**config.mk**
```make
export PLATFORM = sky130hd
export DESIGN_NAME = io_input_ctrl_flat
export DESIGN_NICKNAME = d
export VERILOG_FILES = /design/src/rtl/io_pkg.sv /design/src/rtl/io_input_ctrl_if.sv /design/src/rtl/io_debouncer.sv /design/src/rtl/io_input_ctrl.sv /design/src/flat_wrapper.sv
export SDC_FILE = /design/constraint.sdc
export NUM_CORES = 1
export LEC_CHECK = 0
export ABC_CLOCK_PERIOD_IN_PS = 2480
export BUFFER_PORTS_ARGS = -buffer_cell sky130_fd_sc_hd__clkbuf_2
export CORE_MARGIN = 4
export CORE_UTILIZATION = 30
export CTS_BUF_LIST = sky130_fd_sc_hd__clkbuf_16
export DETAILED_ROUTE_END_ITERATION = 10
export HOLD_SLACK_MARGIN = 0.15
export PLACE_DENSITY_LB_ADDON = 0.2
export SYNTH_ARGS = -nofsm -noshare
export SYNTH_HDL_FRONTEND = slang
export SYNTH_SLANG_ARGS = --single-unit
export TNS_END_PERCENT = 100
```
**constraint.sdc**
```tcl
create_clock -name clock -period 2.48 [get_ports clock]
set_input_delay 0.248 -clock clock [delete_from_list [all_inputs] [get_ports clock]]
set_output_delay 0.248 -clock clock [all_outputs]
set_load 0.02 [all_outputs]
```
**src/rtl/io_pkg.sv**
```systemverilog
// Shared types and constants for the ecall "read input" path.
// Holds the controller state enum, data width and service code.
package io_pkg;

    localparam int IO_DATA_W = 32;

    // ecall service code the Controller decodes as "read input"
    localparam logic [31:0] ECALL_READ_INPUT = 32'd5;

    typedef enum logic [2:0] {
        S_IDLE,
        S_PRE_RELEASE,
        S_ARMED,
        S_CAPTURE,
        S_RESP,
        S_POST_RELEASE
    } io_state_t;

endpackage

```
**src/rtl/io_input_ctrl_if.sv**
```systemverilog
// CPU-side request/response bundle of the input controller.
// master: CPU (drives req, sign_ext); slave: io_input_ctrl.
interface io_input_ctrl_if;
    import io_pkg::*;

    logic                 req;
    logic                 sign_ext;
    logic                 stall;
    logic                 ack;
    logic                 busy;
    logic [IO_DATA_W-1:0] data_out;

    modport master (
        output req, sign_ext,
        input  stall, ack, busy, data_out
    );

    modport slave (
        input  req, sign_ext,
        output stall, ack, busy, data_out
    );

endinterface

```
**src/rtl/io_debouncer.sv**
```systemverilog
// 2-FF synchronizer plus debounce counter for one raw button.
// Ports: clock, reset (async, active-low), raw (async in), db (level).
module io_debouncer #(
    parameter int DEBOUNCE_CYCLES = 200000
) (
    input  logic clock,
    input  logic reset,
    input  logic raw,
    output logic db
);

    localparam int CW = $clog2(DEBOUNCE_CYCLES);
    localparam logic [CW-1:0] LAST = CW'(DEBOUNCE_CYCLES - 1);

    logic          s1;
    logic          s2;
    logic [CW-1:0] cnt;

    // db only flips after DEBOUNCE_CYCLES consecutive mismatching
    // samples; any matching sample restarts the run.
    always_ff @(posedge clock or negedge reset) begin
        if (!reset) begin
            s1  <= 1'b0;
            s2  <= 1'b0;
            cnt <= '0;
            db  <= 1'b0;
        end else begin
            s1 <= raw;
            s2 <= s1;
            if (s2 == db) begin
                cnt <= '0;
            end else if (cnt == LAST) begin
                cnt <= '0;
                db  <= ~db;
            end else begin
                cnt <= cnt + 1'b1;
            end
        end
    end

endmodule

```
**src/rtl/io_input_ctrl.sv**
```systemverilog
// Services the ecall read-input request: waits for a fresh button
// press, captures the synced switches and returns them extended.
// Ports: clock, reset (async, active-low), sw_in, button_in,
// io (slave: req, sign_ext in; stall, ack, busy, data_out out).
module io_input_ctrl
    import io_pkg::*;
#(
    parameter int DEBOUNCE_CYCLES = 200000,
    parameter int SW_WIDTH        = 8
) (
    input  logic                clock,
    input  logic                reset,
    input  logic [SW_WIDTH-1:0] sw_in,
    input  logic                button_in,
    io_input_ctrl_if.slave      io
);

    localparam int PAD = IO_DATA_W - SW_WIDTH;

    logic [SW_WIDTH-1:0]  sw_m;
    logic [SW_WIDTH-1:0]  sw_s;
    logic                 db;
    io_state_t            state;
    logic                 ack_q;
    logic [IO_DATA_W-1:0] data_q;

    io_debouncer #(
        .DEBOUNCE_CYCLES (DEBOUNCE_CYCLES)
    ) u_button (
        .clock (clock),
        .reset (reset),
        .raw   (button_in),
        .db    (db)
    );

    always_ff @(posedge clock or negedge reset) begin
        if (!reset) begin
            sw_m <= '0;
            sw_s <= '0;
        end else begin
            sw_m <= sw_in;
            sw_s <= sw_m;
        end
    end

    // A button already down at request time must be released first,
    // so a single press is never consumed by two requests.
    always_ff @(posedge clock or negedge reset) begin
        if (!reset) begin
            state  <= S_IDLE;
            ack_q  <= 1'b0;
            data_q <= '0;
        end else begin
            ack_q <= 1'b0;
            unique case (state)
                S_IDLE: begin
                    if (io.req)
                        state <= db ? S_PRE_RELEASE : S_ARMED;
                end
                S_PRE_RELEASE: begin
                    if (!io.req)
                        state <= S_IDLE;
                    else if (!db)
                        state <= S_ARMED;
                end
                S_ARMED: begin
                    if (!io.req)
                        state <= S_IDLE;
                    else if (db)
                        state <= S_CAPTURE;
                end
                S_CAPTURE: begin
                    data_q <= {{PAD{io.sign_ext & sw_s[SW_WIDTH-1]}},
                               sw_s};
                    ack_q  <= 1'b1;
                    state  <= S_RESP;
                end
                S_RESP: begin
                    state <= S_POST_RELEASE;
                end
                S_POST_RELEASE: begin
                    if (!db)
                        state <= S_IDLE;
                end
                default: state <= S_IDLE;
            endcase
        end
    end

    assign io.stall    = io.req & ~ack_q;
    assign io.ack      = ack_q;
    assign io.data_out = data_q;
    assign io.busy     = (state != S_IDLE);

endmodule

```
**src/flat_wrapper.sv**
```systemverilog
// flat-port wrapper written by rule: the top's interface ports become plain ports
module io_input_ctrl_flat import io_pkg::*;
#(
    parameter int DEBOUNCE_CYCLES = 200000,
    parameter int SW_WIDTH        = 8
)
  (clock, reset, sw_in, button_in, io_req, io_sign_ext, io_stall, io_ack, io_busy, io_data_out);
  io_input_ctrl_if io_i ();
  input  logic clock;
  input  logic reset;
  input  logic [SW_WIDTH-1:0] sw_in;
  input  logic button_in;
  input wire logic [$bits(io_i.req)-1:0] io_req;
  input wire logic [$bits(io_i.sign_ext)-1:0] io_sign_ext;
  output wire logic [$bits(io_i.stall)-1:0] io_stall;
  output wire logic [$bits(io_i.ack)-1:0] io_ack;
  output wire logic [$bits(io_i.busy)-1:0] io_busy;
  output wire logic [$bits(io_i.data_out)-1:0] io_data_out;
  assign io_i.req = io_req;
  assign io_i.sign_ext = io_sign_ext;
  assign io_stall = io_i.stall;
  assign io_ack = io_i.ack;
  assign io_busy = io_i.busy;
  assign io_data_out = io_i.data_out;
  io_input_ctrl #(.DEBOUNCE_CYCLES(DEBOUNCE_CYCLES), .SW_WIDTH(SW_WIDTH)) u_core (.clock(clock), .reset(reset), .sw_in(sw_in), .button_in(button_in), .io(io_i));
endmodule
```
==> results.rst <==
.. list-table::
   :header-rows: 1

   * - Metric
     - Value
   * - Status
     - finished clean
   * - Uppermost layer routed
     - met4
   * - Final cycle utilization of the critical path
     - 73.54%
   * - Vias per Instance
     - 4.184
   * - FFs w/ async S/R, synth
     - 100.0%
   * - Synth cell count leaders
     - sky130_fd_sc_hd__dfrtp_1, sky130_fd_sc_hd__nand2_1, sky130_fd_sc_hd__buf_4
   * - Ant diodes
     - 0
   * - Worst IR Drop VDD
     - 0.3130 mV
   * - Min-Delay Path Class
     - in2reg
   * - Placed inst area
     - 2273 um^2
   * - Root buffer selected by CTS
     - sky130_fd_sc_hd__clkbuf_16
   * - Critical-path maximum fanout
     - 10
   * - Category of the critical setup timing path
     - reg2reg
   * - Wire length of the first global-routing pass
     - 5851 um
   * - CTS sink cnt
     - 50
   * - Detail Route Antenna Nets
     - 0
   * - Vias after detailed routing
     - 1385
   * - Cts bufs inserted
     - 5
   * - Die area
     - 8355 um^2
   * - Synthesized flop and latch total
     - 50
   * - Routed WL per cell
     - 10.73 um
   * - Avg Inst Size Synth
     - 10.76 um^2
   * - Setup violation total in the final timing report
     - 0
   * - TritonCTS clock tree
     - built
   * - Buffer levels on the longest clock path
     - 2
   * - Pre-CTS setup slack
     - 0.6640 ns
   * - Layout Nets
     - 249
   * - Slew headroom
     - 59.69%
   * - Placer congestion estimate
     - 0.7354
   * - Max Cap Viol
     - 0
   * - Buffers on Ports
     - 47
   * - Share of cells above drive strength 1
     - 27.23%
   * - Starting density of the core
     - 30.72%
   * - Clk_lat worst skew
     - 0.29 ns
   * - Number of library cell types mapped by synthesis
     - 31
   * - CTS H-tree depth
     - 2
   * - Via count of the first global-routing pass
     - 1262
   * - DR WL met2
     - 1623 um
   * - Std cell rows
     - 30
   * - Sum of negative setup slack
     - 0 ns
   * - DRT Wirelength
     - 3552 um
   * - Post-detailed-route DRC marker count
     - 0
   * - Minimum setup slack in the final design
     - 0.6563 ns
   * - Fraction of the yosys area taken by sequential cells
     - 59.95%
   * - Minimum setup slack among reg-to-reg paths
     - 0.66 ns
   * - Synthesis-to-layout area growth
     - 20.44%
   * - Number of flops mapped to enable cells by yosys
     - 0
   * - Global-route usage over all layers
     - 8.699%
   * - Number of antenna violations at the first check in global routing
     - 0
   * - Chip height
     - 91.41 um
   * - Die extent in x
     - 91.41 um
   * - Leading cell type by number of instances after synthesis
     - sky130_fd_sc_hd__dfrtp_1
   * - Setup Skew
     - 0.004748 ns
   * - Number of pins with negative max-slew slack in the final report
     - 0
   * - Kind of capture point of the worst setup path
     - register
   * - I/O pin cnt
     - 48
   * - Post-route non-filler standard cell count
     - 331
   * - Cells taking the most area after synthesis
     - sky130_fd_sc_hd__dfrtp_1, sky130_fd_sc_hd__buf_4, sky130_fd_sc_hd__nand2_1
   * - Minimum clock period
     - 1.824 ns
   * - Power per standard cell area
     - 786.1 nW/um^2
   * - Instance count after placement with tap cells included
     - 314
   * - Post-synth top area share
     - 59.95%
   * - Non-Filler Cell Area, Final
     - 2514 um^2
   * - Final global-route overflow total
     - 0
   * - Number of hold-slack violations in the final timing report
     - 0
   * - Starting DRT DRC Count
     - 50
   * - Initial DRT Pass Iterations
     - 4
   * - Req. time, crit path
     - 2.65 ns
   * - Slew of the pin with the lowest slew margin
     - 0.6046 ns
   * - Total nets after synthesis
     - 208
   * - Met3 routed wirelength
     - 180 um
   * - Maximum clock frequency
     - 548.3 MHz
   * - DPL Wire Length
     - 2457 um
   * - Startpoint class of the critical path
     - register
   * - Post-cts repair resize count
     - 0
   * - Filler cell count
     - 674
   * - Post-synthesis instance total
     - 194
   * - Leakage power total
     - 1.173 nW
   * - WL met1
     - 1674 um
   * - Syn. warnings
     - 0
   * - Most used flip-flop cell after synthesis
     - sky130_fd_sc_hd__dfrtp_1
   * - Clk pin slew, worst setup/hold paths
     - 0.06 ns
   * - Largest net degree at the start of global routing
     - 51
   * - Data arrival time of the critical path
     - 2.00 ns
   * - Placeable core region
     - 6794 um^2
   * - Dominant cell type by area after synthesis
     - sky130_fd_sc_hd__dfrtp_1
   * - Setup repair after global routing missed its margin
     - no
   * - Synth Cell Area
     - 2087 um^2
## worst paths after layout
kind | to | depth (start not counted) | from
setup / recovery | u_core.u_button.cnt[8] | 6 | u_core.u_button.cnt[0]
hold / removal | u_core.io.data_out[8] | 3 | io_sign_ext
setup reg to reg | u_core.u_button.cnt[8] | 6 | u_core.u_button.cnt[0]
hold reg to reg | u_core.sw_s[1] | 0 | u_core.sw_m[1]
max in group asynchronous | u_core.u_button.cnt[2] | 3 | reset
min in group asynchronous | u_core.sw_s[7] | 3 | reset
## timing repair
| item | CTS | global route |
|---|---|---|
| setup buffers | 0 | 0 |
| hold buffers | 10 | 0 |
| endpoints found under the hold margin | 59 | 0 |
## kinds of logic after synthesis
family / Yosys count / share of synthesized area [%]
and+or+nand+nor: 86 / 19.67
DFF: 50 / 59.95
buffers and inverters: 31 / 9.892
xor gates and xnor gates: 15 / 6.295
AOI/OAI and AO/OA: 10 / 3.057
muxes: 1 / 0.5395
adders and majority gates: 1 / 0.5994
## through the flow
stage | hold slack [ns] | utilization (%) | power [mW]
floorplan | -0.04759 | - | 1.316
global placement | 0.3324 | 33.46 | 1.337
detailed placement | 0.3347 | 33.46 | 1.340
CTS | 0.1998 | 37.00 | 2.004
global route | 0.2199 | 37.00 | 2.062
finish | 0.2029 | 37.00 | 1.976
## critical path, stage by stage (launching register included)
cell and delay (ns):
sky130_fd_sc_hd__dfrtp_1 0.39, sky130_fd_sc_hd__ha_1 0.25, sky130_fd_sc_hd__nand2_1 0.08, sky130_fd_sc_hd__or2_2 0.34, sky130_fd_sc_hd__o21ai_2 0.35, sky130_fd_sc_hd__buf_4 0.24
sky130_fd_sc_hd__nor2_1 0.06
## sequential cells by signal, indices dropped and copies added (netlist names)
| name | cells |
|---|---|
| u_core.io.ack | 1 |
| u_core.io.data_out | 9 |
| u_core.state | 3 |
| u_core.sw_m | 8 |
| u_core.sw_s | 8 |
| u_core.u_button.cnt | 18 |
| u_core.u_button.db | 1 |
| u_core.u_button.s1 | 1 |
| u_core.u_button.s2 | 1 |
## final cells by class
class,count,area [um^2],share of cell area (%)
well taps,96,120.1,4.778
multi-input cells,113,629.4,25.04
repair buffers,59,350.3,13.94
flip-flops and latches,50,1251,49.78
clock buffers,5,125.1,4.978
inverters,6,22.52,0.8960
clock inverters,2,15.01,0.5973
## cells in the final DEF (no fill, tap or decap), types with 3 or more instances in the layout
cell / synthesis / layout
sky130_fd_sc_hd__inv_1: 5 / 5
sky130_fd_sc_hd__xnor2_1: 12 / 12
sky130_fd_sc_hd__a21oi_1: 3 / 3
sky130_fd_sc_hd__nor4_1: 3 / 3
sky130_fd_sc_hd__clkbuf_2: 0 / 47
sky130_fd_sc_hd__nor3_1: 4 / 4
sky130_fd_sc_hd__nand3_1: 6 / 6
sky130_fd_sc_hd__xor2_1: 3 / 3
sky130_fd_sc_hd__dlygate4sd3_1: 0 / 10
sky130_fd_sc_hd__nand4_1: 4 / 4
sky130_fd_sc_hd__nand2_1: 33 / 33
sky130_fd_sc_hd__nor2_1: 22 / 22
sky130_fd_sc_hd__dfrtp_1: 50 / 50
sky130_fd_sc_hd__or3_1: 3 / 3
sky130_fd_sc_hd__o21ai_0: 3 / 3
sky130_fd_sc_hd__clkbuf_16: 0 / 5
## where the power goes
group	switching (mW)	internal, mW	total (mW)
logic	0.281	0.129	0.411
registers	0.0501	0.867	0.917
clock network	0.281	0.368	0.648
## per-layer routing
layer  track usage, %  vias up
li1                 -      691
met1            10.62      651
met2            14.18       37
met3            2.320        6
met4            4.146        0
met5                0        -
(Power assumes the default switching activity.)
